--- config.mk ---
export PLATFORM = sky130hd
export DESIGN_NAME = pdecoder_acc_flat
export DESIGN_NICKNAME = d
export VERILOG_FILES = /design/src/rtl/pdecoder_acc_if.sv /design/src/rtl/pdecoder_acc.sv /design/src/flat_wrapper.sv
export SDC_FILE = /design/constraint.sdc
export NUM_CORES = 1
export LEC_CHECK = 0
export BUFFER_PORTS_ARGS = -buffer_cell sky130_fd_sc_hd__buf_2
export CORE_UTILIZATION = 51
export DETAILED_ROUTE_END_ITERATION = 7
export PLACE_DENSITY_LB_ADDON = 0.2
export RECOVER_POWER = 25
export SYNTH_ARGS = -nofsm -noshare
export SYNTH_HDL_FRONTEND = slang
export SYNTH_SLANG_ARGS = --single-unit
--- constraint.sdc ---
create_clock -name clk_i -period 1.8 [get_ports clk_i]
set_clock_uncertainty 0.15 [all_clocks]
set_input_delay 0 -clock clk_i [delete_from_list [all_inputs] [get_ports clk_i]]
set_output_delay 0 -clock clk_i [all_outputs]
set_load 0.005 [all_outputs]
--- src/rtl/pdecoder_acc_if.sv ---
// Handshake bundle for pdecoder_acc: an index stream in, a frame result out.
interface pdecoder_acc_if #(
  parameter int N = 3
);
  localparam int W = 2**N;

  logic           in_valid;
  logic           in_ready;
  logic [N-1:0]   idx;
  logic           last;
  logic           out_valid;
  logic           out_ready;
  logic [W-1:0]   out;
  logic [N:0]     count;
  logic           dup;

  // Decoder side: consumes indices, produces the frame result.
  modport slave (
    input  in_valid, idx, last, out_ready,
    output in_ready, out_valid, out, count, dup
  );

  // Environment side: produces indices, consumes the frame result.
  modport master (
    output in_valid, idx, last, out_ready,
    input  in_ready, out_valid, out, count, dup
  );
endinterface

--- src/rtl/pdecoder_acc.sv ---
// pdecoder_acc: decodes a stream of encoder indices into an accumulated
// one-hot request vector and presents it, with a saturating beat count and
// a duplicate flag, once the frame's last beat has been accepted.
module pdecoder_acc #(
  parameter int N = 3
) (
  input  logic           clk_i,
  input  logic           rst_i,
  pdecoder_acc_if.slave  bus
);
  localparam int W = 2**N;

  localparam logic [0:0] ST_ACC = 1'b0;
  localparam logic [0:0] ST_OUT = 1'b1;

  localparam logic [N:0] CNT_MAX = {(N+1){1'b1}};

  // One-hot decode of an index into the vector width.
  function automatic logic [W-1:0] onehot(input logic [N-1:0] i);
    logic [W-1:0] one;
    one    = {{(W-1){1'b0}}, 1'b1};
    onehot = one << i;
  endfunction

  // Beat counter increment that sticks at all-ones instead of wrapping.
  function automatic logic [N:0] sat_inc(input logic [N:0] c);
    if (c == CNT_MAX) begin
      sat_inc = c;
    end else begin
      sat_inc = c + {{N{1'b0}}, 1'b1};
    end
  endfunction

  logic [0:0]   state_q, state_d;
  logic [W-1:0] vec_q,   vec_d;
  logic [N:0]   cnt_q,   cnt_d;
  logic         dupr_q,  dupr_d;
  logic [W-1:0] out_q,   out_d;
  logic [N:0]   count_q, count_d;
  logic         dup_q,   dup_d;

  // Next-state: accumulate accepted beats in ACC, hold the result in OUT
  // until the downstream handshake, then clear everything for the next frame.
  always_comb begin
    state_d = state_q;
    vec_d   = vec_q;
    cnt_d   = cnt_q;
    dupr_d  = dupr_q;
    out_d   = out_q;
    count_d = count_q;
    dup_d   = dup_q;
    case (state_q)
      ST_ACC: begin
        if (bus.in_valid) begin
          vec_d  = vec_q | onehot(bus.idx);
          cnt_d  = sat_inc(cnt_q);
          dupr_d = dupr_q | vec_q[bus.idx];
          if (bus.last) begin
            // Result registers capture the values including this last beat.
            state_d = ST_OUT;
            out_d   = vec_d;
            count_d = cnt_d;
            dup_d   = dupr_d;
          end else begin
            state_d = ST_ACC;
          end
        end else begin
          state_d = ST_ACC;
        end
      end
      ST_OUT: begin
        if (bus.out_ready) begin
          state_d = ST_ACC;
          vec_d   = {W{1'b0}};
          cnt_d   = {(N+1){1'b0}};
          dupr_d  = 1'b0;
          out_d   = {W{1'b0}};
          count_d = {(N+1){1'b0}};
          dup_d   = 1'b0;
        end else begin
          state_d = ST_OUT;
        end
      end
      default: begin
        state_d = ST_ACC;
        vec_d   = {W{1'b0}};
        cnt_d   = {(N+1){1'b0}};
        dupr_d  = 1'b0;
        out_d   = {W{1'b0}};
        count_d = {(N+1){1'b0}};
        dup_d   = 1'b0;
      end
    endcase
  end

  // State and result registers; reset discards any partial or pending frame.
  always_ff @(posedge clk_i) begin
    if (rst_i) begin
      state_q <= ST_ACC;
      vec_q   <= {W{1'b0}};
      cnt_q   <= {(N+1){1'b0}};
      dupr_q  <= 1'b0;
      out_q   <= {W{1'b0}};
      count_q <= {(N+1){1'b0}};
      dup_q   <= 1'b0;
    end else begin
      state_q <= state_d;
      vec_q   <= vec_d;
      cnt_q   <= cnt_d;
      dupr_q  <= dupr_d;
      out_q   <= out_d;
      count_q <= count_d;
      dup_q   <= dup_d;
    end
  end

  // Handshake strobes are pure decodes of the registered state, so neither
  // depends combinationally on in_valid or out_ready.
  assign bus.in_ready  = (state_q == ST_ACC);
  assign bus.out_valid = (state_q == ST_OUT);
  assign bus.out       = out_q;
  assign bus.count     = count_q;
  assign bus.dup       = dup_q;
endmodule

--- src/flat_wrapper.sv ---
// flat-port wrapper written by rule: the top's interface ports become plain ports
module pdecoder_acc_flat 
#(
  parameter int N = 3
)
  (clk_i, rst_i, bus_in_valid, bus_idx, bus_last, bus_out_ready, bus_in_ready, bus_out_valid, bus_out, bus_count, bus_dup);
  pdecoder_acc_if #(.N(N)) bus_i ();
  input  logic clk_i;
  input  logic rst_i;
  input wire logic [$bits(bus_i.in_valid)-1:0] bus_in_valid;
  input wire logic [$bits(bus_i.idx)-1:0] bus_idx;
  input wire logic [$bits(bus_i.last)-1:0] bus_last;
  input wire logic [$bits(bus_i.out_ready)-1:0] bus_out_ready;
  output wire logic [$bits(bus_i.in_ready)-1:0] bus_in_ready;
  output wire logic [$bits(bus_i.out_valid)-1:0] bus_out_valid;
  output wire logic [$bits(bus_i.out)-1:0] bus_out;
  output wire logic [$bits(bus_i.count)-1:0] bus_count;
  output wire logic [$bits(bus_i.dup)-1:0] bus_dup;
  assign bus_i.in_valid = bus_in_valid;
  assign bus_i.idx = bus_idx;
  assign bus_i.last = bus_last;
  assign bus_i.out_ready = bus_out_ready;
  assign bus_in_ready = bus_i.in_ready;
  assign bus_out_valid = bus_i.out_valid;
  assign bus_out = bus_i.out;
  assign bus_count = bus_i.count;
  assign bus_dup = bus_i.dup;
  pdecoder_acc #(.N(N)) u_core (.clk_i(clk_i), .rst_i(rst_i), .bus(bus_i));
endmodule
* After elaboration in Yosys (flattened, before gate mapping)
Cells that the tools add are included.
W data, S select, Z words.
** Word-level totals
- Flip-flop bits (word level) :: 27
- Logic and storage cells :: 44
** Cells by class
- Add/subtract/negate cells :: 1
- Magnitude comparators :: 1
- Equality and inequality tests :: 4
- Shift-type cells :: 1
- Muxes and demuxes :: 25
- Bitwise gates (word level) :: 3
- Reductions and logical operators :: 2
** Operator list (number)
- $mux W8 :: 4
- $pmux W8 S2 :: 2
- $mux W4 :: 5
- $pmux W4 S2 :: 2
- $mux W1 :: 8
- $or A8 B8 Y8 :: 1
- $shl A1 B3 Y8 const A :: 1
- $ne A2 B2 Y1 const B :: 3
- $pmux W1 S2 :: 3
- $add A4 B1 Y4 const B :: 1
- $eq A4 B4 Y1 const B :: 1
- $lt A3 B4 Y1 const B :: 1
- $bmux W1 S3 :: 1
- $reduce_and A3 Y1 :: 1
- $reduce_and A2 Y1 :: 1
- $not A1 Y1 :: 1
- $or A1 B1 Y1 :: 1

* Longest topological paths before layout
- Word-level depth :: 6
- Depth in mapped cells :: 5
- Mapped depth without buffers :: 5

* Least setup slack after synthesis
Ideal clock, no wire load.
- Path kind :: reg2reg
- Start :: reg u_core.cnt_q[0]
- End :: reg u_core.count_q[2], in the netlist u_core.bus.count[2]
- Library setup time :: 0.070 ns
- Arrival time :: 1.255 ns
- Required time :: 1.580 ns
- Path slack :: 0.325 ns
- Stages on the path, launching flop included :: 5
- Clock period less this slack :: 1.475 ns
- Cell sequence :: dfxtp_1 ha_1 and3b_1 or4_1 a21oi_1
** Between the ends
- Longest elaborated chain between the ends :: 5
- Elaborated cells on any way between the ends :: 6
- Classes of those cells :: add/sub: 1; eq/ne: 1; mux: 4
** RTL lines
- from (decl) :: line pdecoder_acc.sv:36 : logic [N:0] cnt_q, cnt_d;
- from (signal assigned) :: line pdecoder_acc.sv:101 : cnt_q <= {(N+1){1'b0}};
- from (signal assigned) :: line pdecoder_acc.sv:109 : cnt_q <= cnt_d;
- $add A4 B1 Y4 / $eq A4 B4 Y1 (equally long branches) :: line pdecoder_acc.sv:30, pdecoder_acc.sv:27
- $mux W4 (*) :: line pdecoder_acc.sv:27 : if (c == CNT_MAX) begin
- $mux W4 (*) :: line pdecoder_acc.sv:58 : if (bus.last) begin
- $mux W4 (*) :: line pdecoder_acc.sv:54 : if (bus.in_valid) begin
- $pmux W4 S2 (*) :: line pdecoder_acc.sv:52 : case (state_q)
- to (signal assigned) :: line pdecoder_acc.sv:104 : count_q <= {(N+1){1'b0}};
- to (signal assigned) :: line pdecoder_acc.sv:112 : count_q <= count_d;
- to (decl) :: line pdecoder_acc.sv:39 : logic [N:0] count_q, count_d;
Mark *: on every way between the ends. The rest lies on a longest branch, timed or not. The select of a mux whose other input is x is not followed.
A chain may end at the register's enable or synchronous reset.

* Worst setup path in the final report
- Start :: reg u_core.cnt_q[0]
- End :: reg u_core.cnt_q[1]
** Between the ends
- Longest elaborated chain between the ends :: 4
- Elaborated cells on any way between the ends :: 5
- Classes of those cells :: add/sub: 1; eq/ne: 1; mux: 3
** RTL lines (line)
- $add A4 B1 Y4 / $eq A4 B4 Y1 (equally long branches) :: pdecoder_acc.sv:30, pdecoder_acc.sv:27
- $mux W4 (*) :: pdecoder_acc.sv:27
- $mux W4 (*) :: pdecoder_acc.sv:54
- $pmux W4 S2 (*) :: pdecoder_acc.sv:52
Marked as above.

==> results.py <==
metrics = {
    "cells_and_area": {
        "multiInputGateArea_um2": 605.6,
        "final.fill_count": 193,
        "final_cell_area_mm2": 0.001444,
        "layout.area.seq_um2": 540.5,
        "final_layout_size_suffix_gt1_share_pct": 18.29,
        "num-nets-final": 185,
        "syn_to_final_growth_pct": 22.12,
        "diodes": 0,
    },
    "sta": {
        "timing.hold.ws_ns": 0.3260,
        "finalMaxSlewViolations": 0,
        "transition_time_of_the_tightest_slew_check_pin_ns": 0.6338,
        "rsz0062_at_grt": "false",
        "tns_ns": 0,
        "max_fclk_ghz": 0.6103,
        "min_period_over_period_pct": 91.02,
        "max-slew-margin-rel_pct": 57.75,
        "setup_viol": 0,
        "setup_slack_ns": 0.1616,
        "final_period_minus_worst_setup_slack_ns": 1.638,
        "finalHoldViolations": 0,
    },
    "synth": {
        "synth.most_common_cell": "sky130_fd_sc_hd__dfxtp_1",
        "asyncSetResetFlopFracSynth_pct": 0,
        "post_synth_most_frequent_cells": "27 x sky130_fd_sc_hd__dfxtp_1, 23 x sky130_fd_sc_hd__a21oi_1, 17 x sky130_fd_sc_hd__nor2_1",
        "syn_nets": 152,
        "synth_edf_count": 0,
        "synth_cell_type_count": 31,
        "yosysTopAreaCell": "sky130_fd_sc_hd__dfxtp_1",
        "synth-seq-area-share_pct": 45.71,
        "synthesis.area_mm2": 0.001182,
        "synth-main-ff-cell": "sky130_fd_sc_hd__dfxtp_1",
        "synth.ff_latch_count": 27,
        "synth.top_cell.area_share_pct": 45.71,
        "synth.avg_cell_area_um2": 8.268,
        "syn_inst": 143,
        "yosysWarningCount": 0,
        "area_contributors_post_synth": "sky130_fd_sc_hd__dfxtp_1 46%, sky130_fd_sc_hd__a21oi_1 9.7%, sky130_fd_sc_hd__nand3_1 5.5%, sky130_fd_sc_hd__nor2_1 5.4%, sky130_fd_sc_hd__mux2i_1 4.2%",
    },
    "worst_hold_path": {
        "timing.hold.worst.class": "flop to flop",
    },
    "worst_setup_path": {
        "critical_path.endpoint_type": "flop",
        "start_kind": "flop",
        "critical_path_arrival_ns": 1.70,
        "worst-endpoint-required_ns": 1.87,
        "worstPathMaxFanout": 6,
        "critPathKind": "flop to flop",
    },
    "power": {
        "power_uw": 1049,
        "pwr_density_cell_mw_per_mm2": 726.8,
        "power_leakage_uw": 0.0005915,
        "maximum_vdd_ir_drop_mv": 0.5291,
    },
    "clock_network": {
        "cts.root.buffer_cell": "sky130_fd_sc_hd__clkbuf_4",
        "cts_tree": "built",
        "cts_buffer_depth": 2,
        "h_tree_levels": 1,
        "path_clk_slew_ns": 0.14,
        "number_of_cts_inserted_buffers": 3,
        "worstSkewPairLatency_ns": 0.32,
        "tritoncts_num_sinks": 27,
    },
    "floorplanning": {
        "placement_rows": 17,
        "initial_utilization_pct": 53.97,
        "die_height_um": 50.15,
        "design.die.area_mm2": 0.002515,
        "ioPinCount": 23,
        "die-width_um": 50.15,
        "fp.coreArea_mm2": 0.002191,
    },
    "grt": {
        "grt-ovfl-total": 0,
        "grt_util_all_layers_pct": 22.65,
        "number_of_antenna_violations_at_the_first_check_in_global_routing": 0,
        "largest_net_degree_at_the_start_of_global_routing": 21,
        "first_global_vias": 958,
        "grt_pass1_wl_um": 4284,
    },
    "detailed_routing": {
        "antenna_violating_nets_post_route": 0,
        "num_vias": 1094,
        "total_wirelength_of_the_detailed_routed_design_um": 2687,
        "firstDrtPassIters": 4,
        "drc_errors": 0,
        "iteration_0_drc_markers": 18,
        "route.detailed.wl_per_inst_um": 13.24,
        "routed_via_density": 5.389,
    },
    "placement": {
        "place.port_buffers": 22,
        "place_worst_setup_slack_ns": 0.1140,
        "dp.final_hpwl_um": 1804,
        "gpl.final_weighted_congestion": 0.8378,
        "placedInstanceArea_mm2": 0.001305,
    },
    "run": {
        "max_cap_viol_count": 0,
    },
    "status": {
        "run_status": "complete, no violations",
    },
}
==> per-stage QoR <==
stage               std cells  utilization [%]
global route              203            65.91
global placement          187            59.57
floorplan                 143                -
finish                    203            65.91
CTS                       200            64.93
detailed placement        187            59.57
==> worst paths after layout <==
| kind | startpoint | to | slack (ns) | cells after the start |
|---|---|---|---|---|
| min reg2reg | u_core.bus.out[6]$_SDFFE_PP0P_ | u_core.bus.out[6]$_SDFFE_PP0P_ | 0.33 | 2 |
| max | u_core.cnt_q[0]$_SDFFE_PP0P_ | u_core.cnt_q[1]$_SDFFE_PP0P_ | 0.16 | 5 |
| min | u_core.bus.out[6]$_SDFFE_PP0P_ | u_core.bus.out[6]$_SDFFE_PP0P_ | 0.33 | 2 |
| max reg2reg | u_core.cnt_q[0]$_SDFFE_PP0P_ | u_core.cnt_q[1]$_SDFFE_PP0P_ | 0.16 | 5 |
==> kinds of logic after synthesis <==
kind of cell,count (synthesis),synth area share [%]
adder cells (fa/ha/maj),1,1.058
XOR/XNOR,1,0.7409
buffers and inverters,9,3.174
multiplexers,6,5.185
AND/OR/NAND/NOR,57,24.44
AO/OA/AOI/OAI,42,19.68
flip-flops,27,45.71
==> power by group <==
group          internal, µW  switching (µW)
clock network          83.2             177
logic                  71.3            83.7
registers               618            17.1
total                   772             277
==> state kept, by name (all words and copies together) (netlist names) <==
name / flops
u_core.bus.out_valid: 1
u_core.bus.dup: 1
u_core.vec_q: 8
u_core.cnt_q: 4
u_core.dupr_q: 1
u_core.bus.out: 8
u_core.bus.count: 4
==> timing repair <==
| action | 4_1_cts | 5_1_grt |
|---|---|---|
| hold endpoints to repair | 26 | 0 |
| setup endpoints to repair | 0 | 5 |
| hold buffers | 9 | 0 |
| setup buffers | 0 | 3 |
| gates resized for setup | 0 | 1 |
==> cells in the final DEF (no fill, tap or decap), drive strengths merged, types with 2 or more instances in the layout <==
cell | netlist | layout
mux2i | 5 | 5
nand2 | 10 | 10
clkbuf | 5 | 5
o21ai | 10 | 10
a22oi | 2 | 2
a31oi | 2 | 2
nor2b | 3 | 3
dlygate4sd3 | 0 | 9
inv | 2 | 2
dfxtp | 27 | 27
a21oi | 23 | 23
buf | 2 | 24
nand2b | 7 | 7
nand3 | 13 | 13
nor2 | 17 | 17
nor3 | 2 | 2
==> per-layer routing <==
layer | vias up | global-route usage (%) | share of wire [%]
met5 | - | 0 | 0
met4 | 0 | 10.00 | 1.4
met3 | 4 | 4.242 | 2.6
met2 | 20 | 35.56 | 46
met1 | 503 | 29.94 | 50
li1 | 567 | - | -
==> worst max-delay path, stage by stage, from the launching register on <==
cell and delay (ns):
sky130_fd_sc_hd__dfxtp_1 0.47, sky130_fd_sc_hd__ha_1 0.25, sky130_fd_sc_hd__nand3_1 0.20, sky130_fd_sc_hd__mux2i_1 0.24, sky130_fd_sc_hd__a2bb2oi_1 0.17, sky130_fd_sc_hd__nor2_1 0.05
==> layout make-up <==
type,count,area share [%]
Clock buffer,3,1.560
Clock inverter,1,0.3466
Inverter,2,0.5199
Multi-Input combinational cell,107,41.94
Sequential cell,27,37.44
Tap cell,28,2.426
Timing Repair Buffer,35,15.77
(Power assumes the default switching activity.)
